==> src/rtl/usb_pkg.sv <==
// Shared USB receive definitions: line-state codes, rx FSM states and framing constants.
package usb_pkg;

  typedef enum logic [1:0] {
    LS_SE0 = 2'b00,
    LS_J   = 2'b01,
    LS_K   = 2'b10,
    LS_SE1 = 2'b11
  } line_t;

  typedef enum logic [2:0] {
    RX_IDLE,
    RX_SYNC,
    RX_DATA,
    RX_EOP,
    RX_ERR
  } rx_state_t;

  localparam int STUFF_RUN      = 6;
  localparam int SYNC_MIN_ALT   = 3;
  localparam int IDLE_J_TIMEOUT = 8;

  // Low-speed swaps which differential polarity counts as J.
  function automatic line_t decode_line(input logic plus, input logic minus, input logic low_speed);
    if (plus == minus) return plus ? LS_SE1 : LS_SE0;
    return (plus ^ low_speed) ? LS_J : LS_K;
  endfunction

endpackage

==> src/rtl/usb_rx_dpll.sv <==
// Line synchroniser and bit-clock recovery: 2-flop sync, registered line state, phase counter.
// Latency: line to line_state 3 clk; sample_stb lands OVERSAMPLE/2 clk after each J/K edge.
// No backpressure: free-running, keeps tracking the line regardless of downstream state.
module usb_rx_dpll #(
  parameter int OVERSAMPLE = 4,
  parameter bit LOW_SPEED  = 1'b0
) (
  input  logic       clk,
  input  logic       rst_n,
  input  logic       rx_plus,
  input  logic       rx_minus,
  output logic [1:0] line_state,
  output logic       sample_stb
);
  import usb_pkg::*;

  localparam int PW = $clog2(OVERSAMPLE);
  localparam logic J_PLUS = !LOW_SPEED;

  logic [1:0]    plus_sync;
  logic [1:0]    minus_sync;
  logic [PW-1:0] phase;
  line_t         ls_q;
  line_t         ls_next;
  logic          jk_edge;

  assign ls_next = decode_line(plus_sync[1], minus_sync[1], LOW_SPEED);
  // Only J<->K edges carry timing; SE0/SE1 excursions leave the phase free-running.
  assign jk_edge = ((ls_next == LS_J) && (ls_q == LS_K)) ||
                   ((ls_next == LS_K) && (ls_q == LS_J));

  always_ff @(posedge clk or negedge rst_n) begin
    if (!rst_n) begin
      plus_sync  <= {2{J_PLUS}};
      minus_sync <= {2{!J_PLUS}};
      ls_q       <= LS_J;
      phase      <= '0;
    end else begin
      plus_sync  <= {plus_sync[0], rx_plus};
      minus_sync <= {minus_sync[0], rx_minus};
      ls_q       <= ls_next;
      if (jk_edge || (phase == PW'(OVERSAMPLE - 1))) phase <= '0;
      else                                           phase <= phase + 1'b1;
    end
  end

  assign line_state = ls_q;
  assign sample_stb = (phase == PW'(OVERSAMPLE / 2));

endmodule

==> src/rtl/usb_fs_rx_phy.sv <==
// Upstream-port USB receiver: NRZI decode, SYNC/EOP framing, bit unstuffing and byte assembly.
// Latency: line to line_state 3 clk; rx_valid/rx_error 1 clk after the deciding sample strobe.
// No backpressure: rx_valid is a one-cycle strobe; rx_enable=0 aborts to IDLE without output.
module usb_fs_rx_phy #(
  parameter int OVERSAMPLE = 4,
  parameter bit LOW_SPEED  = 1'b0
) (
  input  logic       clk,
  input  logic       rst_n,
  input  logic       rx_plus,
  input  logic       rx_minus,
  input  logic       rx_enable,
  output logic [7:0] rx_data,
  output logic       rx_valid,
  output logic       rx_active,
  output logic       rx_error,
  output logic [1:0] line_state
);
  import usb_pkg::*;

  logic       sample_stb;
  rx_state_t  state;
  line_t      prev_sym;
  line_t      sym;
  logic [2:0] alt_cnt;
  logic [2:0] ones_run;
  logic [2:0] bit_cnt;
  logic [2:0] j_cnt;
  logic [6:0] shift;
  logic       se0_seen;
  logic       is_jk;
  logic       nrzi_bit;
  logic       se1_err;
  logic       stuff_err;

  usb_rx_dpll #(
    .OVERSAMPLE (OVERSAMPLE),
    .LOW_SPEED  (LOW_SPEED)
  ) u_dpll (
    .clk        (clk),
    .rst_n      (rst_n),
    .rx_plus    (rx_plus),
    .rx_minus   (rx_minus),
    .line_state (line_state),
    .sample_stb (sample_stb)
  );

  assign sym       = line_t'(line_state);
  assign is_jk     = (sym == LS_J) || (sym == LS_K);
  assign nrzi_bit  = (sym == prev_sym);
  assign se1_err   = (sym == LS_SE1) && (state inside {RX_SYNC, RX_DATA, RX_EOP});
  assign stuff_err = (state == RX_DATA) && is_jk && (ones_run == 3'(STUFF_RUN)) && nrzi_bit;

  always_ff @(posedge clk or negedge rst_n) begin
    if (!rst_n) begin
      state     <= RX_IDLE;
      prev_sym  <= LS_J;
      alt_cnt   <= '0;
      ones_run  <= '0;
      bit_cnt   <= '0;
      j_cnt     <= '0;
      shift     <= '0;
      se0_seen  <= 1'b0;
      rx_data   <= '0;
      rx_valid  <= 1'b0;
      rx_active <= 1'b0;
      rx_error  <= 1'b0;
    end else begin
      rx_valid <= 1'b0;
      rx_error <= 1'b0;
      if (!rx_enable) begin
        state     <= RX_IDLE;
        rx_active <= 1'b0;
        prev_sym  <= LS_J;
      end else if (sample_stb && (se1_err || stuff_err)) begin
        state    <= RX_ERR;
        rx_error <= 1'b1;
        se0_seen <= 1'b0;
        j_cnt    <= '0;
      end else if (sample_stb) begin
        case (state)
          RX_IDLE: if (sym == LS_K) begin
            state    <= RX_SYNC;
            prev_sym <= LS_K;
            alt_cnt  <= '0;
          end
          RX_SYNC: begin
            if (!is_jk) begin
              state    <= RX_IDLE;
              prev_sym <= LS_J;
            end else if (sym == prev_sym) begin
              // KK closes SYNC; the trailing K is the NRZI reference for bit 0.
              if ((sym == LS_K) && (alt_cnt >= 3'(SYNC_MIN_ALT))) begin
                state     <= RX_DATA;
                rx_active <= 1'b1;
                ones_run  <= '0;
                bit_cnt   <= '0;
              end else begin
                state    <= RX_IDLE;
                prev_sym <= LS_J;
              end
            end else begin
              prev_sym <= sym;
              if (alt_cnt != 3'd7) alt_cnt <= alt_cnt + 3'd1;
            end
          end
          RX_DATA: begin
            if (sym == LS_SE0) begin
              state <= RX_EOP;
              if (bit_cnt != 3'd0) rx_error <= 1'b1;
            end else begin
              prev_sym <= sym;
              if (ones_run == 3'(STUFF_RUN)) begin
                ones_run <= '0;
              end else begin
                shift    <= {nrzi_bit, shift[6:1]};
                bit_cnt  <= bit_cnt + 3'd1;
                ones_run <= nrzi_bit ? ones_run + 3'd1 : 3'd0;
                if (bit_cnt == 3'd7) begin
                  rx_data  <= {nrzi_bit, shift};
                  rx_valid <= 1'b1;
                end
              end
            end
          end
          RX_EOP: if (sym == LS_J) begin
            state     <= RX_IDLE;
            rx_active <= 1'b0;
            prev_sym  <= LS_J;
          end
          RX_ERR: begin
            if (sym == LS_SE0) begin
              se0_seen <= 1'b1;
              j_cnt    <= '0;
            end else if (sym == LS_J) begin
              if (se0_seen || (j_cnt == 3'(IDLE_J_TIMEOUT - 1))) begin
                state     <= RX_IDLE;
                rx_active <= 1'b0;
                prev_sym  <= LS_J;
              end else begin
                j_cnt <= j_cnt + 3'd1;
              end
            end else begin
              j_cnt <= '0;
            end
          end
          default: begin
            state    <= RX_IDLE;
            prev_sym <= LS_J;
          end
        endcase
      end
    end
  end

endmodule
==> config.mk <==
export PLATFORM = sky130hd
export DESIGN_NAME = usb_fs_rx_phy
export DESIGN_NICKNAME = d
export VERILOG_FILES = /design/src/rtl/usb_pkg.sv /design/src/rtl/usb_rx_dpll.sv /design/src/rtl/usb_fs_rx_phy.sv
export SDC_FILE = /design/constraint.sdc
export NUM_CORES = 1
export LEC_CHECK = 0
export CAP_MARGIN = 25
export CORE_UTILIZATION = 30
export DETAILED_ROUTE_END_ITERATION = 8
export SYNTH_ARGS = -nofsm -noshare
export SYNTH_HDL_FRONTEND = slang
export SYNTH_SLANG_ARGS = --single-unit
==> constraint.sdc <==
create_clock -name clk -period 2.3 [get_ports clk]
set_input_delay 0.345 -clock clk [delete_from_list [all_inputs] [get_ports clk]]
set_output_delay 0.345 -clock clk [all_outputs]
set_load 0.01 [all_outputs]
# Word-level counts from Yosys, hierarchy flattened
# Index checks and enable logic that the tools add are counted.
# totals
output_inout_bits	13
ff_bits	44
wordCells	185
# classes
n_bitwise	3
n_mux	81
magnitude_cmp	1
add_sub_neg	5
n_eq_ne	47
reduce_logical	32
# ops
cell	count
2-to-1 mux 3 bit	29
2-to-1 mux 2 bit	18
2-to-1 mux 1 bit	28
inequality test 3 bit (second input constant)	9
AND reduction 8 bit	3
inequality test 4 bit (second input constant)	5
case mux 3 bit (2 select lines)	3
AND reduction 9 bit	2
case mux 3 bit (5 select lines)	1
inequality test 2 bit (second input constant)	7
adder 3 x 1 -> 3 bit (second input constant)	4
equality test 3 bit (second input constant)	4
equality test 2 bit (second input constant)	5
case mux 2 bit (5 select lines)	1
AND reduction 10 bit	1
nonzero test 2 bit	5
logical AND 1 bit	8
AND reduction 4 bit	2
AND reduction 7 bit	1
equality test 3 x 2 -> 1 bit (second input constant)	2
inequality test 2 x 1 -> 1 bit (second input constant)	3
AND reduction 6 bit	1
nonzero test 3 bit	2
logical OR 1 bit	5
other kinds (17)	20

# Longest topological paths before layout
# logic_depth
ltp_word	9
ltp_mapped	7

# Hierarchy
# A second synthesis with hierarchy kept.
# unflattened
hier_cells	208
hier_area_um2	2263.4
# modules_own_cells
mod	instances	area_per_inst_um2	cells_per_inst
usb_fs_rx_phy	1	1958.1	188
usb_rx_dpll	1	305.3	20

# Least setup slack after synthesis
# No wires, ideal clock.
# synth_timing
path_kind	register -> register
start	register u_dpll.ls_q[0] (netlist: u_dpll.line_state[0])
end	register alt_cnt[0]
path_stages_with_launch	8
synth_period_minus_slack_ns	2.474
arrival_time_ns	2.349
slack_ns	-0.174
setup_ns	0.125
cell_sequence	dfstp_2 > inv_1 > ha_1 > nand3_1 > nor4_2 > or4_4 > or3_4 > mux2_4
# synth_between
elab_chain_len	9
# synth_rtl
element	line	text
start, declared	usb_rx_dpll.sv:23	line_t ls_q;
start signal, assigned	usb_rx_dpll.sv:41	ls_q <= ls_next;
equality test 2 x 1 -> 1 bit / equality test 2 bit (equally long branches)	usb_fs_rx_phy.sv:49, usb_fs_rx_phy.sv:82	
logical OR 1 bit	usb_fs_rx_phy.sv:49	assign is_jk = (sym == LS_J) || (sym == LS_K);
logical AND 1 bit (3 in series)	usb_fs_rx_phy.sv:52	assign stuff_err = (state == RX_DATA) && is_jk && (ones_run == 3'(STUFF_RUN)) && nrzi_bit;
logical OR 1 bit	usb_fs_rx_phy.sv:75	end else if (sample_stb && (se1_err || stuff_err)) begin
logical AND 1 bit	usb_fs_rx_phy.sv:75	
inverter 1 bit (no source line)	-	
AND reduction 8 bit (no source line) (*)	-	
end signal, assigned	usb_fs_rx_phy.sv:104	if (alt_cnt != 3'd7) alt_cnt <= alt_cnt + 3'd1;
end, declared	usb_fs_rx_phy.sv:25	logic [2:0] alt_cnt;
# Every way passes the cells marked *; elsewhere a longest branch is shown, timed or not.
# A chain may end at the register's enable or synchronous reset.

# Worst setup path after layout
# layout_timing
start	register u_dpll.ls_q[0] (netlist: u_dpll.line_state[0])
end	register alt_cnt[2]
# Same word-level chain as after synthesis.

==> metrics.md <==
| Metric | Value |
|---|---|
| Fin crit period | `2300 ps` |
| Sw frac | `27.9%` |
| RSZ-0062 raised after global routing | `yes` |
| Fin. Hold Viols | `2` |
| Crit path max fanout | `4` |
| Post-route ant nets | `0` |
| Comb pwr share | `between 20% and 30%` |
| Sink Count | `44` |
| Adder-cell share of the synthesized area | `roughly a tenth` |
| Setup ws final | `between 2 and 3 ps` |
| Slew @ Worst Pin | `between 400 and 500 ps` |
| Root Driver | `clkbuf_8` |
| Synth Area in XOR/XNOR | `1.12%` |
| Pwr/cell area | `between 600 and 700 nW/um^2` |
| CTS buffer count | `5` |
| P_int | `about 1400 uW` |
| Clk_lat worst skew | `approximately 300 ps` |
| H-Tree Depth | `2` |
| Setup violators final | `0` |
| Routed vias | `~1700` |
| Power share of the clock group | `33.1%` |
| FMAX | `around 0.44 GHz` |
| RD Place Congestion | `approximately 0.84` |
| Startpoint type of the worst setup path | `flop` |
| Flops & latches, synth | `44` |
| Proportion of synthesized area in mux cells | `about 12%` |
| Synthesized area | `2340 um^2` |
| Vias in the first global route | `~1800` |
| Die area | `8170 um^2` |
| P_leak | `between 0.001 and 0.0015 uW` |
| Reg clk slew, reported paths | `90 ps` |
| Syn avg cell area | `11.2 um^2` |
| Highest metal used | `met4` |
| Antenna violations before repair | `0` |
| Antenna cells | `0` |
| First-pass GRT wire length | `8720 um` |
| # rows | `31` |
| Post-synthesis sequential area ratio | `47.2%` |
| Met3 routed WL | `about 220 um` |
| WL per Instance | `13.8 um` |
| Layout Skew | `7.29 ps` |
| CP endpoint kind | `flop` |
| Synth Instances | `between 200 and 250` |
| Met1 wire length | `roughly 2300 um` |
| Max-slew violations | `0` |
| VDD IR-drop max | `about 0.00038 V` |
| Via density | `roughly 4.8` |
| Largest net degree at the start of global routing | `45` |
| Synth-to-layout area growth | `29.5%` |
| Worst Hold Class | `in -> async` |
| IO Port Bufs | `17` |
| DR WL met2 | `roughly 2300 um` |
| Compound-Gate Fraction of Synth Area | `a little under an eighth` |
| Layout net count | `281` |
| I/O Pins | `18` |
| Finished Cell Area | `3040 um^2` |
| Part of the cycle the worst path needs | `99.9%` |
| Initial core utilization | `about a third` |
| EDFF count, synth | `0` |
| Failing checks | `negative hold slack` |
| FFs w/ async S/R, synth | `100%` |
| Main combinational cell family by area after synthesis | `simple AND/OR/NAND/NOR gates` |
| Final Power | `1910 uW` |
| Syn_nets | `between 200 and 250` |
| GRT Overall Usage | `13.2%` |
| CP required | `roughly 2500 ps` |
| Max Cap Viol | `0` |
| Layout cell share with drive strength beyond 1 | `a little under a third` |
| Placed cell areas | `2870 um^2` |
| Worst slew margin | `a little over two thirds` |
| Residual DRC | `0` |
| TritonCTS clock tree | `built` |
| Final wirelength | `approximately 5000 um` |
| Pre-CTS setup slack | `-0.167 ps` |
| Synth Flop Type | `dfrtp_1` |
| DPL Wire Length | `approximately 3600 um` |
| Chip Height | `90.4 um` |
| Simple-Gate Fraction of Synth Area | `15.1%` |
| Outcome | `complete, but fails checks` |
| Final hold slack | `-4.53 ps` |
| Register share of total power | `between 40% and 50%` |
| Die Width | `between 90 and 100 um` |
| First DRT Iteration DRCs | `102` |
| Crit path DAT | `2480 ps` |
| Maximum clock insertion buffer count | `2` |
| 1st-pass router iterations | `4` |
| Core area | `about 7400 um^2` |
| Synthesis Warnings | `0` |
| Sw Pwr | `between 500 and 600 uW` |
| Hold_buf cts | `0` |
| Total grt overflow | `0` |
| Setup CP Type | `reg -> reg` |
| Unique cell type count in the Yosys netlist | `around 50` |
## layout by cell type, fill, tap and decap left out, drive strengths merged, types with 2 or more instances in the layout
| cell type | n |
|---|---|
| ha | 18 |
| buf | 31 |
| dfstp | 4 |
| a22o | 3 |
| dfrtp | 40 |
| o21ai | 8 |
| or3b | 2 |
| nand4 | 2 |
| nor2b | 4 |
| clkbuf | 6 |
| o31ai | 2 |
| nor4 | 2 |
| a22oi | 2 |
| a21boi | 2 |
| xor2 | 2 |
| o21bai | 2 |
| a21oi | 10 |
| and3 | 3 |
| nor3 | 2 |
| a221o | 2 |
| mux2i | 3 |
| clkdlybuf4s50 | 16 |
| nor2 | 14 |
| nand2 | 10 |
| and2 | 4 |
| nand2b | 3 |
| mux2 | 22 |
| nor3b | 5 |
| nand3 | 4 |
| inv | 13 |
## cells in the mapped netlist, types with 2 or more instances
cell type	number	area [um^2]
nand2_1	10	37.5
nor2b_1	4	25.0
and3_1	3	18.8
inv_1	13	48.8
ha_1	18	225
xor2_1	2	17.5
a22o_1	3	26.3
mux2_2	20	225
nor3b_1	5	37.5
mux2i_1	3	30.0
nor3_1	2	10.0
and2_1	4	25.0
nand4_1	2	12.5
o21ai_0	7	35.0
a22oi_1	2	15.0
dfrtp_1	40	1000
buf_2	2	10.0
a21boi_0	2	15.0
o21bai_1	2	15.0
a21oi_1	10	50.1
clkbuf_1	2	7.51
dfstp_2	4	105
nand2b_1	3	18.8
nand3_1	4	20.0
mux2_4	2	30.0
or3b_2	2	17.5
o31ai_1	2	15.0
a221o_1	2	20.0
nor2_1	14	52.6
## sequential cells by signal (all words and copies together) (netlist names), 3 cells and up
name and count:
rx_data 8, shift 7, alt_cnt 3, bit_cnt 3
j_cnt 3, ones_run 3, state 3
## power groups by stage
stage	clock network, uW	logic [uW]	registers (uW)
2_1_floorplan	0	225	861
3_3_place_gp	0	397	867
3_5_place_dp	0	399	869
4_1_cts	651	404	856
5_1_grt	699	465	862
6_report	632	417	857
## what timing repair did
item	CTS	global route
gates cloned	0	0
gates resized for setup	2	3
setup endpoints to repair	4	14
setup buffers	1	0
## worst max-delay path, stage by stage, from the launching register on
cell      delay (ps)
dfstp_2          570
inv_2             60
ha_4             280
o21bai_1          80
or4_4            520
or3_4            380
mux2_4           310
## area by class of cell
cell class	instances	area, um^2
multi-input combinational	147	1220
clock inverter	2	38.8
timing repair buffer	47	415
tap	99	124
inverter	13	48.8
fill	688	4370
sequential	44	1110
clock buffer	6	82.6
## stage by stage
stage / std cells / utilization, % / TNS (ps)
after floorplan: 209 / - / 0
after global placement: 349 / 38.8 / 0
after detailed placement: 349 / 38.8 / -0.167
after CTS: 358 / 40.7 / 0
after global routing: 358 / 41.0 / -65.7
final: 358 / 41.0 / 0
## metal layers
metal | up-vias | track usage, %
li1 | 845 | -
met3 | 10 | 3.11
met1 | 834 | 17.8
met4 | 0 | 5.91
met2 | 42 | 20.1
met5 | - | 0
## final timing paths
kind / from / slack, ps / cells after the start / endpoint
worst max-delay path: u_dpll.line_state[0]$_DFF_PN1_ / 3 / 6 / alt_cnt[2]$_DFFE_PN0P_
worst min-delay path: rst_n / -5 / 2 / rx_data[2]$_DFFE_PN0P_
worst max register to register: u_dpll.line_state[0]$_DFF_PN1_ / 3 / 6 / alt_cnt[2]$_DFFE_PN0P_
worst min register to register: u_dpll.minus_sync[0]$_DFF_PN0_ / 360 / 0 / u_dpll.minus_sync[1]$_DFF_PN0_
max in group asynchronous: rst_n / 2030 / 2 / u_dpll.line_state[0]$_DFF_PN1_
min in group clk: u_dpll.minus_sync[0]$_DFF_PN0_ / 360 / 0 / u_dpll.minus_sync[1]$_DFF_PN0_
## logic make-up (layout without fill, tap and decap cells)
kind of cell               count (synthesis)  count (layout)
AOI/OAI and AO/OA                         40              40
xor gates and xnor gates                   3               3
adders and majority gates                 18              18
buffers and inverters                     18              68
DFF                                       44              44
muxes                                     25              25
and+or+nand+nor                           61              61
(Power assumes the default switching activity.)
